**src/rtl/alu_writeback_stage.sv**
```systemverilog
// ALU writeback stage: flag capture, 2-entry register-file write queue,
// and a pending-write hazard check for decode.
module alu_writeback_stage #(
  parameter int DATA_W = 16,
  parameter int ADDR_W = 3,
  parameter int DEPTH  = 2
) (
  input  logic              clk,
  input  logic              rst_n,
  input  logic              in_valid,
  output logic              in_ready,
  input  logic [DATA_W-1:0] alu_out,
  input  logic              carry,
  input  logic              zero,
  input  logic [5:0]        ctrl,
  input  logic              wr_req,
  input  logic [ADDR_W-1:0] dest_addr,
  input  logic              flush,
  output logic              rf_we,
  output logic [ADDR_W-1:0] rf_waddr,
  output logic [DATA_W-1:0] rf_wdata,
  input  logic              rf_ack,
  output logic              flag_c,
  output logic              flag_z,
  input  logic [ADDR_W-1:0] query_addr,
  output logic              pending_hit,
  output logic [7:0]        retired
);

  typedef struct packed {
    logic [ADDR_W-1:0] addr;
    logic [DATA_W-1:0] data;
  } entry_t;

  localparam logic [1:0] FULL = 2'(DEPTH);

  entry_t     head_q;
  entry_t     tail_q;
  entry_t     new_e;
  logic [1:0] count_q;
  logic [1:0] count_nxt;
  logic       accept;
  logic       enq;
  logic       deq;
  logic       flag_op;

  assign accept  = in_valid & in_ready & ~flush;
  assign enq     = accept & wr_req;
  assign deq     = rf_we & rf_ack & ~flush;
  assign flag_op = ctrl inside {6'b000000, 6'b000001, 6'b000010,
                                6'b000110, 6'b001111};
  assign new_e   = '{addr: dest_addr, data: alu_out};

  assign rf_we    = (count_q != 2'd0);
  assign rf_waddr = head_q.addr;
  assign rf_wdata = head_q.data;

  assign pending_hit =
    (rf_we && head_q.addr == query_addr) ||
    (count_q == FULL && tail_q.addr == query_addr);

  always_comb begin
    count_nxt = count_q;
    if (flush) begin
      count_nxt = 2'd0;
    end else begin
      unique case ({enq, deq})
        2'b10:   count_nxt = count_q + 2'd1;
        2'b01:   count_nxt = count_q - 2'd1;
        default: count_nxt = count_q;
      endcase
    end
  end

  always_ff @(posedge clk or negedge rst_n) begin
    if (!rst_n) begin
      count_q  <= 2'd0;
      head_q   <= '0;
      tail_q   <= '0;
      in_ready <= 1'b1;
      flag_c   <= 1'b0;
      flag_z   <= 1'b0;
      retired  <= 8'd0;
    end else begin
      count_q  <= count_nxt;
      in_ready <= (count_nxt < FULL);
      if (deq)
        retired <= retired + 8'd1;
      if (accept && flag_op) begin
        flag_c <= carry;
        flag_z <= zero;
      end
      // Head keeps its last value when drained so rf_waddr/rf_wdata hold.
      if (enq) begin
        if (count_q == 2'd0 || (count_q == 2'd1 && deq))
          head_q <= new_e;
        else
          tail_q <= new_e;
      end else if (deq && count_q == FULL) begin
        head_q <= tail_q;
      end
    end
  end

endmodule

```
**config.mk**
```make
export PLATFORM = sky130hd
export DESIGN_NAME = alu_writeback_stage
export DESIGN_NICKNAME = d
export VERILOG_FILES = /design/src/rtl/alu_writeback_stage.sv
export SDC_FILE = /design/constraint.sdc
export NUM_CORES = 1
export LEC_CHECK = 0
export ABC_AREA = 1
export CORE_MARGIN = 2
export CORE_UTILIZATION = 49
export CTS_CLUSTER_DIAMETER = 150
export DETAILED_ROUTE_END_ITERATION = 12
export PLACE_DENSITY = 0.8
export SLEW_MARGIN = 15
export SYNTH_ARGS = -nofsm -noshare
export SYNTH_HDL_FRONTEND = slang
export SYNTH_SLANG_ARGS = --single-unit
```
**constraint.sdc**
```tcl
create_clock -name clk -period 2.2 [get_ports clk]
set_input_delay 0.22 -clock clk [delete_from_list [all_inputs] [get_ports clk]]
set_output_delay 0.22 -clock clk [all_outputs]
set_load 0.02 [all_outputs]
```
* Word level (Yosys, flattened, before mapping)
Index checks and enable logic that the tools add are counted.
** Word-level totals
- Register bits after elaboration :: 51
- Input bits :: 36
- Output and inout bits :: 32
- Word-level logic and storage cells :: 50
** Operators by class
- Add/subtract/negate cells :: 3
- Magnitude comparators :: 1
- Eq/ne operators :: 11
- Multiplexer cells :: 5
- Bitwise gates (word level) :: 7
- Reductions and logical operators :: 14
** Operators by type and width (number)
- 19-bit 2-to-1 mux :: 3
- 8-bit by 1-bit adder with 8-bit output (second input constant) :: 1
- 3-bit equality test :: 2
- 6-bit by 1-bit equality test with 1-bit output (second input constant) :: 1
- 6-bit by 2-bit equality test with 1-bit output (second input constant) :: 1
- 6-bit by 3-bit equality test with 1-bit output (second input constant) :: 1
- 6-bit by 4-bit equality test with 1-bit output (second input constant) :: 1
- 6-bit zero test :: 1
- 1-bit AND :: 5
- 1-bit logical AND :: 5
- 5-bit nonzero test :: 1
- 2-bit by 1-bit equality test with 1-bit output (second input constant) :: 2
- 2-bit equality test (second input constant) :: 2
- 2-bit one-hot mux with 2 select lines :: 1
- 2-bit AND reduction :: 2
- 2-bit nonzero test :: 2
- 2-bit by 1-bit adder with 2-bit output (second input constant) :: 1
- 2-bit zero test :: 1
- 1-bit logical OR :: 2
- 2-bit less-than comparator (second input constant) :: 1
- 2-bit 2-to-1 mux :: 1
- 2-bit by 1-bit inequality test with 1-bit output (second input constant) :: 1
- 1-bit NOT :: 2
- 2-bit by 1-bit subtractor with 2-bit output (second input constant) :: 1

* Longest topological paths before layout
Gate-level depths: netlist of run 1.
- Word-level depth :: 7
- Gate-level depth with buffers :: 10
- Depth with buffers taken out :: 10

* Worst setup path after synthesis of run 1
OpenSTA, ideal clock, no wires.
- Path type :: register to register
- From :: register in_ready
- To :: register count_q[0]
- Arrival time :: 1.472 ns
- Slack :: 0.634 ns
- Cell stages (with the launch flop) :: 7
- Path buffers :: 1
- Clock period less this slack :: 1.566 ns
- Cells stage by stage :: dfstp_2 > nand4_4 > buf_2 > ha_1 > nor2_1 > a21oi_1 > a211oi_1
** Between the ends
- Longest elaborated chain between the ends :: 6
- Elaborated cells between the ends (all ways) :: 7
- Those cells by class :: eq/ne (2); mux (2); bitwise (3)
** RTL lines
- from (decl) :: line 11 : output logic in_ready,
- from (signal assigned) :: line 86 : in_ready <= (count_nxt < FULL);
- 1-bit AND * (2 in series) :: line 47 : assign accept = in_valid & in_ready & ~flush;
- 1-bit AND * :: line 48 : assign enq = accept & wr_req;
- 2-bit by 1-bit equality test with 1-bit output / 2-bit equality test (equally long branches) :: line 67 : unique case ({enq, deq})
- 2-bit one-hot mux with 2 select lines * :: line 67
- 2-bit 2-to-1 mux * :: line 64 : if (flush) begin
- to (signal assigned) :: line 85 : count_q <= count_nxt;
- to (decl) :: line 40 : logic [1:0] count_q;
Every way passes the cells marked *; elsewhere a longest branch is shown, timed or not.
A chain may end at the register's enable or synchronous reset.

* Worst setup path in the final report of run 1
- From :: register count_q[0]
- To :: output rf_we
** Between the ends
- Longest elaborated chain between the ends :: 1
** RTL lines
- 2-bit nonzero test :: line 54 : assign rf_we = (count_q != 2'd0);
- to (decl) :: line 19 : output logic rf_we,
No other way between the ends.

==> flow_metrics.env, run 1 <==
export IMPL_status="finished, final reports clean"
export IMPL_yosys_area_top_type_share=0.459
export IMPL_globalRouteMet2Util=0.342
export IMPL_ant_nets=0
export IMPL_crit_path_start_kind="flop"
export IMPL_fp_dieW_um=78.6
export IMPL_cellPowerDensity_nw_per_um2=985
export IMPL_num_io_pins=68
export IMPL_grt_busiest_layer="met2"
export IMPL_timing_fmax_ghz=0.500
export IMPL_nets=454
export IMPL_syn_avg_cell_area_um2=7.90
export IMPL_maxCapViolations=0
export IMPL_overflow=0
export IMPL_finalCriticalPeriod_ns=2.00
export IMPL_grt_pass1_wl_um=10200
export IMPL_use_met3=0.0368
export IMPL_synth_largest_area_cell="dfrtp_1"
export IMPL_post_route_period_util=0.909
export IMPL_syn_area_um2=2720
export IMPL_dp_slack_ns=0.159
export IMPL_clockRootBuffer="clkbuf_8"
export IMPL_numClockSinks=51
export IMPL_wire_per_inst_um=12.4
export IMPL_grt_pass1_vias=2220
export IMPL_endpoint_kind="output port"
export IMPL_skew_ns=0.00813
export IMPL_p_leak_uw=0.00183
export IMPL_worstMarginPinSlew_ns=0.595
export IMPL_cts_setup_buffers=0
export IMPL_die_area_um2=6170
export IMPL_slew_headroom=0.604
export IMPL_ir_drop_v=0.000564
export IMPL_synth_main_ff_cell="dfrtp_1"
export IMPL_rows=27
export IMPL_die_y_um=78.6
export IMPL_path_class="reg2out"
export IMPL_yosys_top_cells_area="dfrtp_1, nand2_1, nand3_1"
export IMPL_cp_top_family="buffers and inverters"
export IMPL_antenna_found_initial=0
export IMPL_diodes=0
export IMPL_netlist_instances=345
export IMPL_slowest_delay_ns=0.63
export IMPL_num_vias=2463
export IMPL_io_buffers=67
export IMPL_use_met1=0.280
export IMPL_core_region_area_um2=5440
export IMPL_drv_slew=0
export IMPL_finalHoldViolCount=0
export IMPL_cp_required_ns=1.98
export IMPL_synth_nets=387
export IMPL_drt_iter0_markers=118
export IMPL_worstPathMaxFanout=4
export IMPL_crit_path_frequent_cell="inv_1"
export IMPL_clk_pin_slew_worst_paths_ns=0.09
export IMPL_crit_path_top_delay_cell="clkdlybuf4s50_1"
export IMPL_path_cells="inv_1 > ha_1 > inv_1 > clkdlybuf4s50_1"
export IMPL_nFillCells=465
export IMPL_drtPass1Iterations=4
export IMPL_synth_cell_types=31
export IMPL_viasPerCell=5.08
export IMPL_fin_tns_setup_ns=0
export IMPL_gp_congestion=0.819
export IMPL_yosys_register_bits=51
export IMPL_drc=0
export IMPL_finalSetupViolCount=0
export IMPL_crit_arrival_ns=1.78
export IMPL_cts_tree="yes"
export IMPL_drive_gt1_frac=0.0654
export IMPL_syn_to_final_growth_pct=31.4
export IMPL_drt_wl_total_um=6040
export IMPL_cp_buffers_inverters=3
export IMPL_fin_ws_ns=0.201
export IMPL_grt_max_degree=58
export IMPL_rsz0062_at_grt="no"
export IMPL_synth_edf_count=0
export IMPL_async_flop_share=1.00
export IMPL_multi_input_area_um2=1190
export IMPL_seq_area_frac_synth=0.469
export IMPL_numCtsBuffers=5
export IMPL_hold_class="in2async"
export IMPL_synth_warnings=0
export IMPL_worstSkewPairLatency_ns=0.30
export IMPL_initial_core_util=0.501
export IMPL_grt_use_total=0.209
export IMPL_htree_levels=2
export IMPL_place_detailed_hpwl_um=4380
export IMPL_cts_max_path_buffers=2
export IMPL_seqCellArea_um2=1280
==> kinds of logic (layout without fill, tap and decap cells) <==
group / after synthesis / count (layout) / synth area share
AND/OR/NAND/NOR: 198 / 198 / 0.327
buffers and inverters: 55 / 123 / 0.0937
flip-flops: 51 / 51 / 0.469
AO/OA/AOI/OAI: 27 / 27 / 0.0570
XOR/XNOR: 8 / 8 / 0.0257
adder cells (fa/ha/maj): 6 / 6 / 0.0276
==> flip-flops by register name, indices dropped and copies added, names as in the netlist <==
| name | count |
|---|---|
| in_ready | 1 |
| rf_wdata | 16 |
| count_q | 2 |
| retired | 8 |
| tail_q | 19 |
| flag_z | 1 |
| rf_waddr | 3 |
| flag_c | 1 |
==> through the flow <==
stage	util	cell area [um2]	hold WS, ns	power [uW]	cells
6_report	0.658	3580	0.447	3530	485
5_1_grt	0.658	3580	0.494	3750	485
4_1_cts	0.658	3580	0.455	3560	485
3_5_place_dp	0.632	3440	0.249	2800	476
3_3_place_gp	0.632	3440	0.250	2760	476
2_1_floorplan	-	2720	-0.0756	2170	345
==> path summary, 6_finish.rpt <==
check | from | end | slack, ns | cells past startpoint
min in group clk | carry | flag_c$_DFFE_PN0P_ | 0.47 | 3
max | count_q[0]$_DFFE_PN0P_ | rf_we | 0.20 | 4
max reg2reg | count_q[0]$_DFFE_PN0P_ | count_q[0]$_DFFE_PN0P_ | 0.41 | 9
max in group asynchronous | rst_n | tail_q[7]$_DFFE_PN0P_ | 1.14 | 3
min | rst_n | rf_wdata[0]$_DFFE_PN0P_ | 0.45 | 2
min reg2reg | flag_c$_DFFE_PN0P_ | flag_c$_DFFE_PN0P_ | 0.48 | 2
==> layout by cell type, fill, tap and decap left out, drive strengths merged <==
| master | instances |
|---|---|
| o211ai | 1 |
| clkbuf | 6 |
| ha | 6 |
| dfstp | 1 |
| nand2 | 114 |
| bufinv | 2 |
| dfrtp | 50 |
| xor2 | 2 |
| a21oi | 2 |
| nand3b | 1 |
| buf | 7 |
| nand3 | 68 |
| nand4 | 5 |
| xnor2 | 6 |
| nor2 | 9 |
| inv | 41 |
| dlygate4sd2 | 1 |
| clkdlybuf4s50 | 65 |
| o21ai | 23 |
| nor3 | 1 |
| a211oi | 1 |
| dlygate4sd3 | 1 |
==> cell usage after synthesis (4+ instances only) <==
| cell type | instances |
|---|---|
| o21ai_1 | 11 |
| nand2_1 | 111 |
| inv_1 | 39 |
| o21ai_0 | 10 |
| buf_2 | 7 |
| dfrtp_1 | 50 |
| xnor2_1 | 6 |
| nand3_1 | 67 |
| buf_6 | 4 |
| nand4_1 | 4 |
| nor2_1 | 6 |
| ha_1 | 6 |
==> timing repair <==
| item | CTS | global route |
|---|---|---|
| gates resized for setup | 1 | 0 |
| endpoints found under the setup margin | 1 | 0 |
| endpoints found under the hold margin | 23 | 0 |
| hold buffers | 1 | 0 |
==> cell type report <==
cell class | instances | share of cell area
Clock buffer | 6 | 0.0203
Tap cell | 72 | 0.0252
Multi-Input combinational cell | 239 | 0.333
Sequential cell | 51 | 0.357
Timing Repair Buffer | 74 | 0.204
Clock inverter | 2 | 0.0168
Inverter | 41 | 0.0437
==> worst reg2reg max path: cells and delay by family, from the launching register on <==
kind / cells / cell delay [ns]
AO/OA/AOI/OAI: 2 / 0.25
adder cells (fa/ha/maj): 2 / 0.46
buffers and inverters: 2 / 0.25
flip-flops: 1 / 0.39
AND/OR/NAND/NOR: 3 / 0.36
==> metal layers <==
layer | wire (um) | vias to the layer above
met1 | 2630 | 1136
met5 | 0 | -
li1 | - | 1239
met2 | 3010 | 79
met3 | 315 | 9
met4 | 86 | 0
==> power by group <==
group / switching [uW] / total (uW) / internal (uW) / leakage, uW
Sequential: 236 / 1470 / 1240 / 0.000654
Clock: 301 / 755 / 454 / 0.0000654
Combinational: 669 / 1300 / 631 / 0.00111
Total: 1210 / 3530 / 2320 / 0.00183
No activity file was read; power rests on OpenSTA's default activity.
==> run 2: changes to the inputs <==
--- a/config.mk
+++ b/config.mk
@@ -11,6 +11,7 @@
 export CTS_CLUSTER_DIAMETER = 150
 export DETAILED_ROUTE_END_ITERATION = 12
 export PLACE_DENSITY = 0.8
+export SKIP_LAST_GASP = 1
 export SLEW_MARGIN = 15
 export SYNTH_ARGS = -nofsm -noshare
 export SYNTH_HDL_FRONTEND = slang
==> constraint.sdc (replaced) <==
create_clock -name clk -period 1.84 [get_ports clk]
set_input_delay 0.184 -clock clk [delete_from_list [all_inputs] [get_ports clk]]
set_output_delay 0.184 -clock clk [all_outputs]
set_load 0.02 [all_outputs]
==> flow_metrics.env, run 2 (synthesis results as in run 1) <==
export IMPL_cts_tree="yes"
export IMPL_path_class="reg2out"
export IMPL_min_delay_start="zero"
export IMPL_cp_required_ns=1.66
export IMPL_place_detailed_hpwl_um=4480
export IMPL_htree_levels=2
export IMPL_holdPathEnd="flag_z$_DFFE_PN0P_"
export IMPL_post_route_period_util=0.953
export IMPL_endpoint_kind="output port"
export IMPL_grt_pass1_wl_um=10700
export IMPL_skew_ns=0.00813
export IMPL_min_path_cells=3
export IMPL_crit_path_start_kind="flop"
export IMPL_finalCriticalPeriod_ns=1.75
export IMPL_syn_to_final_growth_pct=33.8
export IMPL_worstSkewPairLatency_ns=0.31
export IMPL_status="finished, final reports clean"
export IMPL_gp_congestion=0.900
export IMPL_reg2regPathDepth=9
export IMPL_clockRootBuffer="clkbuf_8"
export IMPL_p_leak_uw=0.00186
export IMPL_num_io_pins=68
export IMPL_grt_max_degree=52
export IMPL_worstPathMaxFanout=4
export IMPL_rows=27
export IMPL_crit_arrival_ns=1.57
export IMPL_largest_register_ffs=19
export IMPL_fin_ws_ns=0.0863
export IMPL_timing_fmax_ghz=0.570
export IMPL_clk_pin_slew_worst_paths_ns=0.10
export IMPL_drv_slew=0
export IMPL_postPlaceCellArea_um2=3520
export IMPL_maxCapViolations=0
export IMPL_ant_nets=0
export IMPL_overflow=0
export IMPL_worstReg2RegEnd="count_q[0]$_DFFE_PN0P_"
export IMPL_num_vias=2488
export IMPL_finalHoldViolCount=0
export IMPL_drt_iter0_markers=189
export IMPL_cellPowerDensity_nw_per_um2=1140
export IMPL_dp_slack_ns=-0.0397
export IMPL_grt_pass1_vias=2323
export IMPL_drc=0
export IMPL_antenna_found_initial=0
export IMPL_final_common_cell="nand2_1"
export IMPL_design_area_um2=3640
export IMPL_worstMarginPinSlew_ns=0.651
export IMPL_ir_drop_v=0.000572
export IMPL_die_y_um=78.6
export IMPL_drt_wl_total_um=6400
export IMPL_viasPerCell=5.07
export IMPL_io_buffers=67
export IMPL_top_register="tail_q"
export IMPL_cts_max_path_buffers=2
export IMPL_cts_setup_buffers=0
export IMPL_wire_per_inst_um=13.0
export IMPL_initial_core_util=0.501
export IMPL_hold_class="in2reg"
export IMPL_fp_dieW_um=78.6
export IMPL_drtPass1Iterations=4
export IMPL_finalSetupViolCount=0
export IMPL_numClockSinks=51
export IMPL_die_area_um2=6170
export IMPL_r2r_start="count_q[0]$_DFFE_PN0P_"
export IMPL_core_region_area_um2=5440
export IMPL_numCtsBuffers=5
export IMPL_grt_use_total=0.217
export IMPL_rsz0062_at_grt="no"
export IMPL_drive_gt1_frac=0.0859
export IMPL_slew_headroom=0.566
export IMPL_diodes=0
export IMPL_hold_slack_ns=0.420
export IMPL_layout_common_cells="nand2_1, nand3_1, clkdlybuf4s50_1, dfrtp_1, inv_1"
export IMPL_r2r_slack_ns=0.20
export IMPL_nets=460
## run 2: cell types whose count changed in the layout (fill, tap and decap cells not counted)
cell	before	now
clkbuf_1	1	0
clkinv_4	0	1
clkbuf_2	0	1
inv_6	0	1
bufinv_16	2	1
buf_4	5	8
clkdlybuf4s50_1	65	64
buf_12	1	4
ha_2	0	1
ha_1	6	5
## run 2: worst max-delay path, cell delays in order, from the launching register on
cell and delay (ns):
dfrtp_1 0.40, inv_1 0.12, ha_2 0.22, inv_1 0.06, buf_4 0.14, dlygate4sd2_1 0.31
## run 2: layout make-up
type,instances,area (um2)
clock inverter,3,47.5
sequential,51,1280
timing repair buffer,80,810
fill,471,1800
tap,72,90.1
multi-input combinational,239,1190
inverter,41,156
clock buffer,5,68.8
## run 2: worst max-delay path by stage
stage / end / from
final: rf_we / count_q[0]$_DFFE_PN0P_
after global routing: rf_we / count_q[1]$_DFF_PN0_
after CTS: pending_hit / count_q[0]$_DFFE_PN0P_
after detailed placement: pending_hit / query_addr[1]
after global placement: pending_hit / query_addr[1]
after floorplan: count_q[0]$_DFFE_PN0P_ / in_ready$_DFF_PN1_
## run 2: metal layers
metal | wire (um) | GRT usage | up-vias
met1 | 2730 | 0.278 | 1160
li1 | - | - | 1244
met3 | 370 | 0.0402 | 8
met5 | 0 | 0 | -
met2 | 3200 | 0.375 | 76
met4 | 91 | 0.0596 | 0
## run 2: power by group
group	leakage (uW)	total, uW	switching, uW	internal, uW
combinational	0.00115	1580	811	772
clock	0.0000587	812	400	413
sequential	0.000654	1760	285	1480
total	0.00186	4160	1500	2660
## run 2: what timing repair did
item / in CTS / in global routing
setup endpoints to repair: 2 / 2
resized for setup: 2 / 4
hold endpoints to repair: 25 / 0
hold buffers: 1 / 0
cloned: 0 / 0
## run 2: through the flow
stage / instances / power (uW) / setup TNS [ns] / util
6_report: 491 / 4160 / 0 / 0.670
5_1_grt: 491 / 4420 / 0 / 0.670
4_1_cts: 491 / 4180 / 0 / 0.670
3_5_place_dp: 482 / 3380 / -0.0397 / 0.647
3_3_place_gp: 482 / 3320 / -0.0286 / 0.647
2_1_floorplan: 345 / 2600 / 0 / -
==> run 3: changes to the inputs <==
--- a/config.mk
+++ b/config.mk
@@ -7,12 +7,11 @@
 export LEC_CHECK = 0
 export ABC_AREA = 1
 export CORE_MARGIN = 2
-export CORE_UTILIZATION = 49
+export CORE_UTILIZATION = 42
 export CTS_CLUSTER_DIAMETER = 150
 export DETAILED_ROUTE_END_ITERATION = 12
-export PLACE_DENSITY = 0.8
+export DONT_BUFFER_PORTS = 1
 export SKIP_LAST_GASP = 1
-export SLEW_MARGIN = 15
 export SYNTH_ARGS = -nofsm -noshare
 export SYNTH_HDL_FRONTEND = slang
 export SYNTH_SLANG_ARGS = --single-unit
==> flow_metrics.env, run 3 (synthesis results as in run 1) <==
export IMPL_cp_required_ns=1.66
export IMPL_crit_path_start_kind="flop"
export IMPL_core_region_area_um2=6310
export IMPL_viasPerCell=5.11
export IMPL_die_area_um2=7150
export IMPL_drc=0
export IMPL_top_register="tail_q"
export IMPL_place_detailed_hpwl_um=4120
export IMPL_r2r_start="count_q[0]$_DFFE_PN0P_"
export IMPL_grt_use_total=0.178
export IMPL_num_vias=2228
export IMPL_min_delay_start="alu_out[14]"
export IMPL_design_area_um2=3060
export IMPL_cts_tree="yes"
export IMPL_crit_arrival_ns=1.52
export IMPL_grt_pass1_vias=2126
export IMPL_dp_slack_ns=0.100
export IMPL_io_buffers=0
export IMPL_slew_headroom=0.745
export IMPL_syn_to_final_growth_pct=12.3
export IMPL_endpoint_kind="output port"
export IMPL_post_route_period_util=0.927
export IMPL_fp_dieW_um=84.5
export IMPL_final_common_cell="nand2_1"
export IMPL_drt_wl_total_um=6090
export IMPL_power_uw=3480
export IMPL_diodes=0
export IMPL_finalSetupViolCount=0
export IMPL_drv_slew=0
export IMPL_worstMarginPinSlew_ns=0.381
export IMPL_maxCapViolations=0
export IMPL_status="finished, final reports clean"
export IMPL_htree_levels=2
export IMPL_ant_nets=0
export IMPL_largest_register_ffs=19
export IMPL_finalCriticalPeriod_ns=1.70
export IMPL_rsz0062_at_grt="no"
export IMPL_cts_max_path_buffers=2
export IMPL_finalHoldViolCount=0
export IMPL_worstPathMaxFanout=4
export IMPL_num_io_pins=68
export IMPL_crit_start="count_q[0]$_DFFE_PN0P_"
export IMPL_clk_pin_slew_worst_paths_ns=0.09
export IMPL_wire_per_inst_um=14.0
export IMPL_rows=29
export IMPL_path_class="reg2out"
export IMPL_postPlaceCellArea_um2=2800
export IMPL_die_y_um=84.5
export IMPL_final_core_util=0.484
export IMPL_drtPass1Iterations=4
export IMPL_r2r_slack_ns=0.15
export IMPL_p_leak_uw=0.00161
export IMPL_hold_class="in2reg"
export IMPL_antenna_found_initial=0
export IMPL_grt_max_degree=58
export IMPL_drt_iter0_markers=115
export IMPL_initial_core_util=0.431
export IMPL_fin_ws_ns=0.135
export IMPL_layout_common_cells="nand2_1, nand3_1, dfrtp_1, inv_1"
export IMPL_ir_drop_v=0.000578
export IMPL_fin_tns_setup_ns=0
export IMPL_timing_fmax_ghz=0.587
export IMPL_nets=401
export IMPL_numClockSinks=51
export IMPL_overflow=0
export IMPL_clockRootBuffer="clkbuf_8"
export IMPL_drive_gt1_frac=0.0919
export IMPL_numCtsBuffers=5
export IMPL_worstSkewPairLatency_ns=0.31
export IMPL_cellPowerDensity_nw_per_um2=1140
export IMPL_grt_pass1_wl_um=10300
export IMPL_skew_ns=0.00774
export IMPL_gp_congestion=0.731
==> run 3: cell count changes in the layout (fill, tap and decap cells not counted), moves of 2 or more <==
cell / previous run / this run
buf_4: 8 / 6
clkdlybuf4s50_1: 64 / 0
dlygate4sd3_1: 1 / 11
inv_1: 39 / 37
==> run 3: routing by layer <==
metal | routed length [um] | part of all wire | global-route usage | vias to the layer above
met1 | 2830 | 0.46 | 0.239 | 1029
li1 | - | - | - | 1127
met2 | 2740 | 0.45 | 0.277 | 63
met4 | 85 | 0.014 | 0.0606 | 0
met3 | 436 | 0.072 | 0.0531 | 9
met5 | 0 | 0 | 0 | -
==> run 3: metrics by stage <==
step / hold slack (ns) / std cells
after floorplan: -0.112 / 345
after global placement: -0.110 / 414
after detailed placement: -0.110 / 414
after CTS: 0.0000286 / 432
after global routing: 0.00509 / 436
final: 0.00630 / 436
==> run 3: report_power, final <==
group	internal, uW	switching, uW	total, uW
Combinational	352	406	758
Sequential	1470	583	2060
Clock	296	372	668
Total	2120	1360	3480
==> run 3: area by class of cell <==
| type | count | area [um2] |
|---|---|---|
| well taps | 77 | 96.3 |
| repair buffers | 21 | 243 |
| clock buffers | 6 | 82.6 |
| inverters | 41 | 160 |
| multi-input cells | 239 | 1190 |
| clock inverters | 1 | 5.00 |
| flip-flops and latches | 51 | 1280 |
| fillers | 649 | 3260 |
==> run 3: final timing paths <==
path                                            endpoint  cells past startpoint
worst max register to register  rf_wdata[11]$_DFFE_PN0P_                      9
worst min register to register     tail_q[0]$_DFFE_PN0P_                      2
min in group asynchronous        rf_wdata[4]$_DFFE_PN0P_                      2
worst max-delay path                         pending_hit                      6
max in group asynchronous             in_ready$_DFF_PN1_                      2
worst min-delay path              tail_q[14]$_DFFE_PN0P_                      2
==> run 3: critical path, stage by stage, from the launching register on <==
cell,delay (ns)
dfrtp_1,0.39
inv_1,0.12
ha_2,0.23
inv_2,0.10
nand4_1,0.10
o21ai_0,0.10
buf_4,0.17
==> run 3: what timing repair did <==
| item | in CTS | in global routing |
|---|---|---|
| buffers inserted | 0 | 3 |
| resized for setup | 1 | 2 |
| hold buffers | 11 | 1 |
| endpoints found under the hold margin | 60 | 1 |
| endpoints found under the setup margin | 1 | 4 |
| pin swaps | 0 | 1 |
